$ cat src/rtl/adder_stim_checker_pkg.sv
// Shared definitions for the adder stimulus checker.
// Holds the sequencer state enumeration, the LFSR feedback mask, the
// "no failure recorded" marker and the LFSR helper functions.
package adder_stim_checker_pkg;

  typedef enum logic [2:0] {
    ST_IDLE   = 3'd0,
    ST_LOAD   = 3'd1,
    ST_SETTLE = 3'd2,
    ST_CHECK  = 3'd3,
    ST_DONE   = 3'd4
  } state_e;

  // Galois feedback mask for x^32 + x^22 + x^2 + x + 1, shifting right.
  localparam logic [31:0] LFSR_TAPS = 32'h8020_0003;

  // first_fail_idx marker: no failing vector recorded for the current run.
  localparam logic [15:0] NO_FAIL = 16'hFFFF;

  // One right-shift step of the Galois LFSR.
  function automatic logic [31:0] lfsr_step(input logic [31:0] cur);
    logic [31:0] nxt;
    nxt = cur >> 1;
    if (cur[0]) begin
      nxt = nxt ^ LFSR_TAPS;
    end else begin
      nxt = nxt;
    end
    return nxt;
  endfunction

  // An all-zero state would lock the LFSR, so a zero seed becomes 1.
  function automatic logic [31:0] lfsr_fix_seed(input logic [31:0] seed);
    return (seed == 32'h0) ? 32'h0000_0001 : seed;
  endfunction

endpackage

$ cat src/rtl/adder_stim_checker_lfsr32.sv
// 32-bit Galois LFSR with a parameterised seed.
//   clk, rst : clock and asynchronous active-high reset (reloads SEED)
//   en       : advance one step on this rising edge
//   state    : current LFSR contents
module lfsr32
  import adder_stim_checker_pkg::*;
#(
  parameter logic [31:0] SEED = 32'h0000_0001
) (
  input  logic        clk,
  input  logic        rst,
  input  logic        en,
  output logic [31:0] state
);

  logic [31:0] state_q;
  logic [31:0] state_d;

  // Next-state: step only when enabled.
  always_comb begin
    state_d = state_q;
    if (en) begin
      state_d = lfsr_step(state_q);
    end else begin
      state_d = state_q;
    end
  end

  // State register; reset returns to the (zero-safe) seed.
  always_ff @(posedge clk or posedge rst) begin
    if (rst) begin
      state_q <= lfsr_fix_seed(SEED);
    end else begin
      state_q <= state_d;
    end
  end

  assign state = state_q;

endmodule

$ cat config.mk
export PLATFORM = sky130hd
export DESIGN_NAME = lfsr32
export DESIGN_NICKNAME = d
export VERILOG_FILES = /design/src/rtl/adder_stim_checker_pkg.sv /design/src/rtl/adder_stim_checker_lfsr32.sv
export SDC_FILE = /design/constraint.sdc
export NUM_CORES = 1
export LEC_CHECK = 0
export ABC_AREA = 1
export BUFFER_PORTS_ARGS = -buffer_cell sky130_fd_sc_hd__buf_2
export CAP_MARGIN = 15
export CORE_UTILIZATION = 50
export DETAILED_ROUTE_END_ITERATION = 10
export GPL_ROUTABILITY_DRIVEN = 0
export PLACE_DENSITY_LB_ADDON = 0.25
export SLEW_MARGIN = 25
export SYNTH_ARGS = -nofsm -noshare
export SYNTH_HDL_FRONTEND = slang
export SYNTH_SLANG_ARGS = --single-unit
$ cat constraint.sdc
create_clock -name clk -period 1.6 [get_ports clk]
set_input_delay 0 -clock clk [delete_from_list [all_inputs] [get_ports clk]]
set_output_delay 0 -clock clk [all_outputs]
set_load 0.05 [all_outputs]
==> results by group, run 1 <==
STA
  • Final Hold Viols: 0
  • RSZ-0062 raised after global routing: false
  • Final period utilization: 72.5%
  • Endpoints failing setup: 0
  • Final Max Slew Viols: 0
  • Skew final: 0.0103 ns
  • Setup TNS Final: 0 ns
  • Slew @ Worst Pin: 0.386 ns
  • Tmin final: 1.16 ns
  • Worst slew margin: 74.3%
  • Fmax: 862 MHz

Setup path
  • Worst Path Max Fanout: 5
  • Crit-path cells: buf_2
  • Crit path DAT: 1.16 ns
  • CP Class: flop to primary output
  • Worst setup SP type: flop
  • Crit. End Element: primary output
  • CP peak stage delay: 0.57 ns
  • Required @ worst endpoint: 1.60 ns
  • Buffer and inverter count on the worst path: 1
  • CP max stage cell: dfstp_2
  • FF-to-FF path depth: 4
  • Top delay family on crit path: flip-flops
  • CP Depth: 1

Job
  • Max Cap Viol: 0

Floorplanning
  • Starting Density: a little over half
  • Cell row count: 18
  • Chip Height: 53.1 um
  • Die Span X: between 50 and 60 um
  • Ports: 35
  • Core area: 2480 um2
  • Die area: ~2800 um2

Clocking
  • CTS buffer count: 5
  • CTS resizes: 0
  • Clk buf depth: 2
  • CTS root buffer: clkbuf_4
  • Clk_lat worst skew: 0.33 ns
  • CTS Sinks: 32
  • Clock-pin transition on the worst setup and hold timing paths: 0.10 ns
  • H-tree Lvls: 2
  • CTS tree: done

Detailed routing
  • Starting DRC count in detailed routing: 16
  • Initial DRT Pass Iterations: 4
  • Antenna Nets Post-Route: 0
  • DR WL/cell: approximately 11 um
  • # DRC: 0
  • DR vias: just under 1k
  • Via/cell ratio: about 4.8
  • Routed WL: approximately 2.3 mm

Final layout
  • Number of flip-flops in the largest register: 32
  • Commonest non-fill, non-tap cell in the layout: nand2_1
  • Area growth from synthesis to layout: 17.6%
  • Utilization after layout: 62.1%
  • Design area: 1540 um2
  • Share of layout cells above drive strength 1: around a third
  • ANT cells: 0
  • Nets: 172
  • Commonest non-fill, non-tap cells in the layout: nand2_1, buf_2, dfrtp_1, inv_1, o21ai_2

Min path
  • HP Class: primary input to async pin

Synthesis
  • Seq cells post-synth: 32
  • Cells after synthesis: 131
  • Syn_area_per_cell: 9.98 um2
  • Syn Nets: 134
  • Area contributors post-synth: dfrtp_1, nand2_1, o21ai_2
  • Synth top area share: 59.3%
  • Register area share after synthesis: 61.3%
  • Yosys cell types: 11
  • Yosys warnings: 0
  • Area leader, netlist: dfrtp_1
  • Synth Cell Area: 1310 um2

Placement
  • DP HPWL: 1.54 mm
  • Placed Area: 1460 um2
  • Port bufs: 34

GRT
  • Antenna violations before repair: 0
  • Largest net degree at the start of global routing: 33
  • Vias in the first global route: between 800 and 900
  • Remaining global-route overflow: 0
  • Gr usage total: 19.9%
  • Global-route wire length before repair: 3.88 mm

Pwr
  • Total power per unit cell area: 1790 nW/um2
  • Leakage Power: approximately 0.82 nW
  • VDD IR max: 0.000984 V

Status
  • Outcome: finished, final reports clean
==> layer usage <==
layer,GRT usage [%],routed length [um],up-vias
met2,29.1,1060,22
met3,6.32,117,8
met5,0,0,-
met4,11.8,57,0
met1,25.5,1040,450
li1,-,-,484
==> repair_timing <==
action	CTS	global route
buffers inserted	0	0
hold buffers	2	0
hold endpoints to repair	32	0
==> power breakdown <==
part | internal, W | total (W) | switching (W)
registers | 0.00100 | 0.00113 | 0.000130
logic | 0.000239 | 0.00115 | 0.000914
clock network | 0.000217 | 0.000465 | 0.000248
total | 0.00146 | 0.00275 | 0.00129
==> final cells by class <==
cell class | count | area [um2]
fillers | 228 | 940
multi-input cells | 74 | 364
well taps | 30 | 37.5
inverters | 18 | 70.1
repair buffers | 38 | 205
clock buffers | 8 | 58.8
flip-flops and latches | 32 | 802
==> synth_stat cells <==
library cell,instances
nand2_1,44
dfrtp_1,31
inv_1,17
o21ai_2,13
o21ai_0,12
buf_6,5
nand3_1,3
buf_4,2
o21ai_1,2
dfstp_2,1
inv_4,1
==> logic make-up (layout without fill, tap and decap cells) <==
logic type | count (synthesis) | in the layout | synth area share, %
AND/OR/NAND/NOR | 47 | 47 | 13.8
flip-flops | 32 | 32 | 61.3
AO/OA/AOI/OAI | 27 | 27 | 14.1
buffers and inverters | 25 | 64 | 10.8
==> path summary, 6_finish.rpt <==
| check | from | end | slack [ns] |
|---|---|---|---|
| max in group asynchronous | rst | state[0] | 0.99 |
| setup / recovery | state[0] | state[0] | 0.44 |
| hold reg to reg | state[18] | state[17] | 0.50 |
| setup reg to reg | state[0] | state[1] | 0.70 |
| hold / removal | rst | state[13] | 0.28 |
| min in group clk | state[18] | state[17] | 0.50 |
==> per-stage QoR <==
| step | setup slack, ns | cells | hold slack, ns | total power, W |
|---|---|---|---|---|
| 3_3_place_gp | 0.738 | 190 | 0.0946 | 0.00228 |
| 5_1_grt | 0.370 | 200 | 0.323 | 0.00292 |
| 6_report | 0.440 | 200 | 0.281 | 0.00275 |
| 3_5_place_dp | 0.696 | 190 | 0.102 | 0.00231 |
| 2_1_floorplan | 0.523 | 131 | 0.115 | 0.00206 |
| 4_1_cts | 0.413 | 200 | 0.291 | 0.00279 |
No activity file was read; power rests on OpenSTA's default activity.
==> run 2: changes to the inputs <==
==> constraint.sdc (replaced) <==
create_clock -name clk -period 1.2 [get_ports clk]
set_input_delay 0 -clock clk [delete_from_list [all_inputs] [get_ports clk]]
set_output_delay 0 -clock clk [all_outputs]
set_load 0.05 [all_outputs]
==> results by group, run 2 (synthesized netlist as in run 1, its figures left out) <==
GRT
  • Vias in the first global route: 861 (-1.1%)
  • Antenna violations before repair: 0 (unchanged)
  • Largest net degree at the start of global routing: 33 (unchanged)
  • Global-route wire length before repair: 3.68 mm (-5.2%)
  • Gr usage total: 19.0% (-0.91 points)
  • Remaining global-route overflow: 0 (unchanged)

Setup path
  • Crit path from: state[0]
  • Crit-path cells: clkbuf_4
  • Worst setup SP type: flop
  • Flop-to-flop setup slack: 0.28 ns (-0.42 ns)
  • Crit Reg-Reg Endpoint: state[21]
  • CP max stage cell: dfstp_2
  • FF-to-FF path depth: 4 (unchanged)
  • Crit path DAT: 1.14 ns (-0.02 ns)
  • Worst Path Max Fanout: 5 (unchanged)
  • CP Depth: 1 (unchanged)
  • RR Startpoint: state[0]
  • CP Class: flop to primary output
  • Required @ worst endpoint: 1.20 ns (-0.40 ns)
  • Crit. End Element: primary output
  • Setup crit end: state[0]
  • Buffer and inverter count on the worst path: 1 (unchanged)
  • CP peak stage delay: 0.58 ns (about the same)
  • Top delay family on crit path: flip-flops

STA
  • Slew @ Worst Pin: 0.394 ns (+0.00834 ns)
  • Skew final: 0.00305 ns (-0.00721 ns)
  • Final Max Slew Viols: 0 (unchanged)
  • Final period utilization: 95.2%
  • Worst slew margin: 73.7% (-0.56 points)
  • RSZ-0062 raised after global routing: false
  • Tmin final: ~1.1 ns
  • Fmax: roughly 880 MHz
  • Endpoints failing setup: 0 (unchanged)
  • Final Hold Viols: 0 (unchanged)
  • Final worst setup slack: 0.0574 ns (-0.382 ns)
  • Setup TNS Final: 0 ns (unchanged)

Placement
  • Dpl ws: 0.297 ns (-0.399 ns)
  • Placed insts: 190 (unchanged)
  • Port bufs: 34 (unchanged)
  • DP HPWL: 1.58 mm (+2.5%)

Pwr
  • VDD IR max: 0.00133 V (+35%)
  • Total power per unit cell area: 2480 nW/um2 (+39%)
  • Leakage Power: 0.831 nW (+0.78%)

Detailed routing
  • # DRC: 0 (unchanged)
  • Routed WL: 2.30 mm (+1.4%)
  • DR WL/cell: 11.6 um (+1.9%)
  • Antenna Nets Post-Route: 0 (unchanged)
  • Starting DRC count in detailed routing: 15 (-1)
  • DR vias: 939 (-2.6%)
  • Via/cell ratio: 4.72 (-2.1%)
  • Initial DRT Pass Iterations: 3 (-1)

Clocking
  • Clock-pin transition on the worst setup and hold timing paths: 0.09 ns (about the same)
  • Clk_lat worst skew: 0.32 ns (about the same)
  • CTS Sinks: 32 (unchanged)
  • CTS buffer count: 5 (unchanged)
  • CTS root buffer: clkbuf_4
  • Clk buf depth: 2 (unchanged)
  • CTS tree: done
  • H-tree Lvls: 2 (unchanged)

Job
  • Max Cap Viol: 0 (unchanged)

Final layout
  • Commonest non-fill, non-tap cell in the layout: nand2_1
  • Share of layout cells above drive strength 1: 34.3% (+0.79 points)
  • Post-Layout Cell Count: 199 (-0.50%)
  • Nets: 171 (-0.58%)
  • Number of flip-flops in the largest register: 32 (unchanged)
  • Commonest non-fill, non-tap cells in the layout: nand2_1, buf_2, dfrtp_1, inv_1, o21ai_2
  • ANT cells: 0 (unchanged)
  • Filler cells: 225 (-1.3%)
  • Area growth from synthesis to layout: 18.4%

Floorplanning
  • Ports: 35 (unchanged)
  • Cell row count: 18 (unchanged)
  • Starting Density: 52.8% (unchanged)
  • Chip Height: 53.1 um (unchanged)
  • Core area: 2480 um2 (unchanged)
  • Die area: 2820 um2 (unchanged)
  • Die Span X: 53.1 um (unchanged)

Min path
  • HP Class: primary input to flop
  • Hold depth: 3

Status
  • Outcome: finished, final reports clean
-- run 2: cell count changes in the layout (fill, tap and decap cells not counted) --
cell | before | now
clkbuf_1 | 2 | 1
clkbuf_8 | 1 | 0
bufinv_16 | 0 | 1
dlygate4sd3_1 | 2 | 1
buf_2 | 34 | 33
clkbuf_4 | 5 | 6
clkinv_2 | 0 | 1
-- run 2: area by class of cell --
| cell class | instances | area, um2 | area share, % |
|---|---|---|---|
| sequential | 32 | 802 | 51.8 |
| multi-input combinational | 74 | 364 | 23.5 |
| timing repair buffer | 37 | 198 | 12.8 |
| inverter | 18 | 70.1 | 4.53 |
| clock buffer | 6 | 41.3 | 2.67 |
| tap | 30 | 37.5 | 2.43 |
| clock inverter | 2 | 35.0 | 2.26 |
-- run 2: how the worst min path moves through the flow --
stage	startpoint	to	slack, ns
global placement	rst	state[8]	0.09
CTS	en	state[13]	0.01
finish	en	state[13]	0.02
detailed placement	rst	state[8]	0.10
global route	en	state[9]	0.02
floorplan	rst	state[10]	0.12
-- run 2: power by group --
group / leakage (nW) / switching, W / internal [W]
registers: 0.412 / 0.000176 / 0.00133
clock network: 0.0422 / 0.000348 / 0.000437
logic: 0.377 / 0.00122 / 0.000325
-- run 2: metrics by stage --
stage / utilization, % / cell area [um2] / hold slack [ns] / power [W]
after detailed placement: 58.9 / 1460 / 0.100 / 0.00308
final: 62.5 / 1550 / 0.0189 / 0.00384
after global routing: 62.5 / 1550 / 0.0179 / 0.00404
after CTS: 62.4 / 1550 / 0.0149 / 0.00387
after global placement: 58.9 / 1460 / 0.0940 / 0.00305
after floorplan: - / 1310 / 0.115 / 0.00274
-- run 2: repair_timing --
action / CTS / global route
endpoints found under the hold margin: 31 / 0
hold buffers: 1 / 0
buffers inserted: 0 / 0
gates resized for setup: 0 / 1
setup endpoints to repair: 0 / 1
-- run 2: per-layer routing --
| metal | wire, um | track usage (%) | share of wire, % |
|---|---|---|---|
| met4 | 36 | 6.58 | 1.6 |
| met5 | 0 | 0 | 0 |
| met1 | 1040 | 22.2 | 45 |
| met2 | 1110 | 30.6 | 48 |
| met3 | 110 | 8.62 | 4.8 |
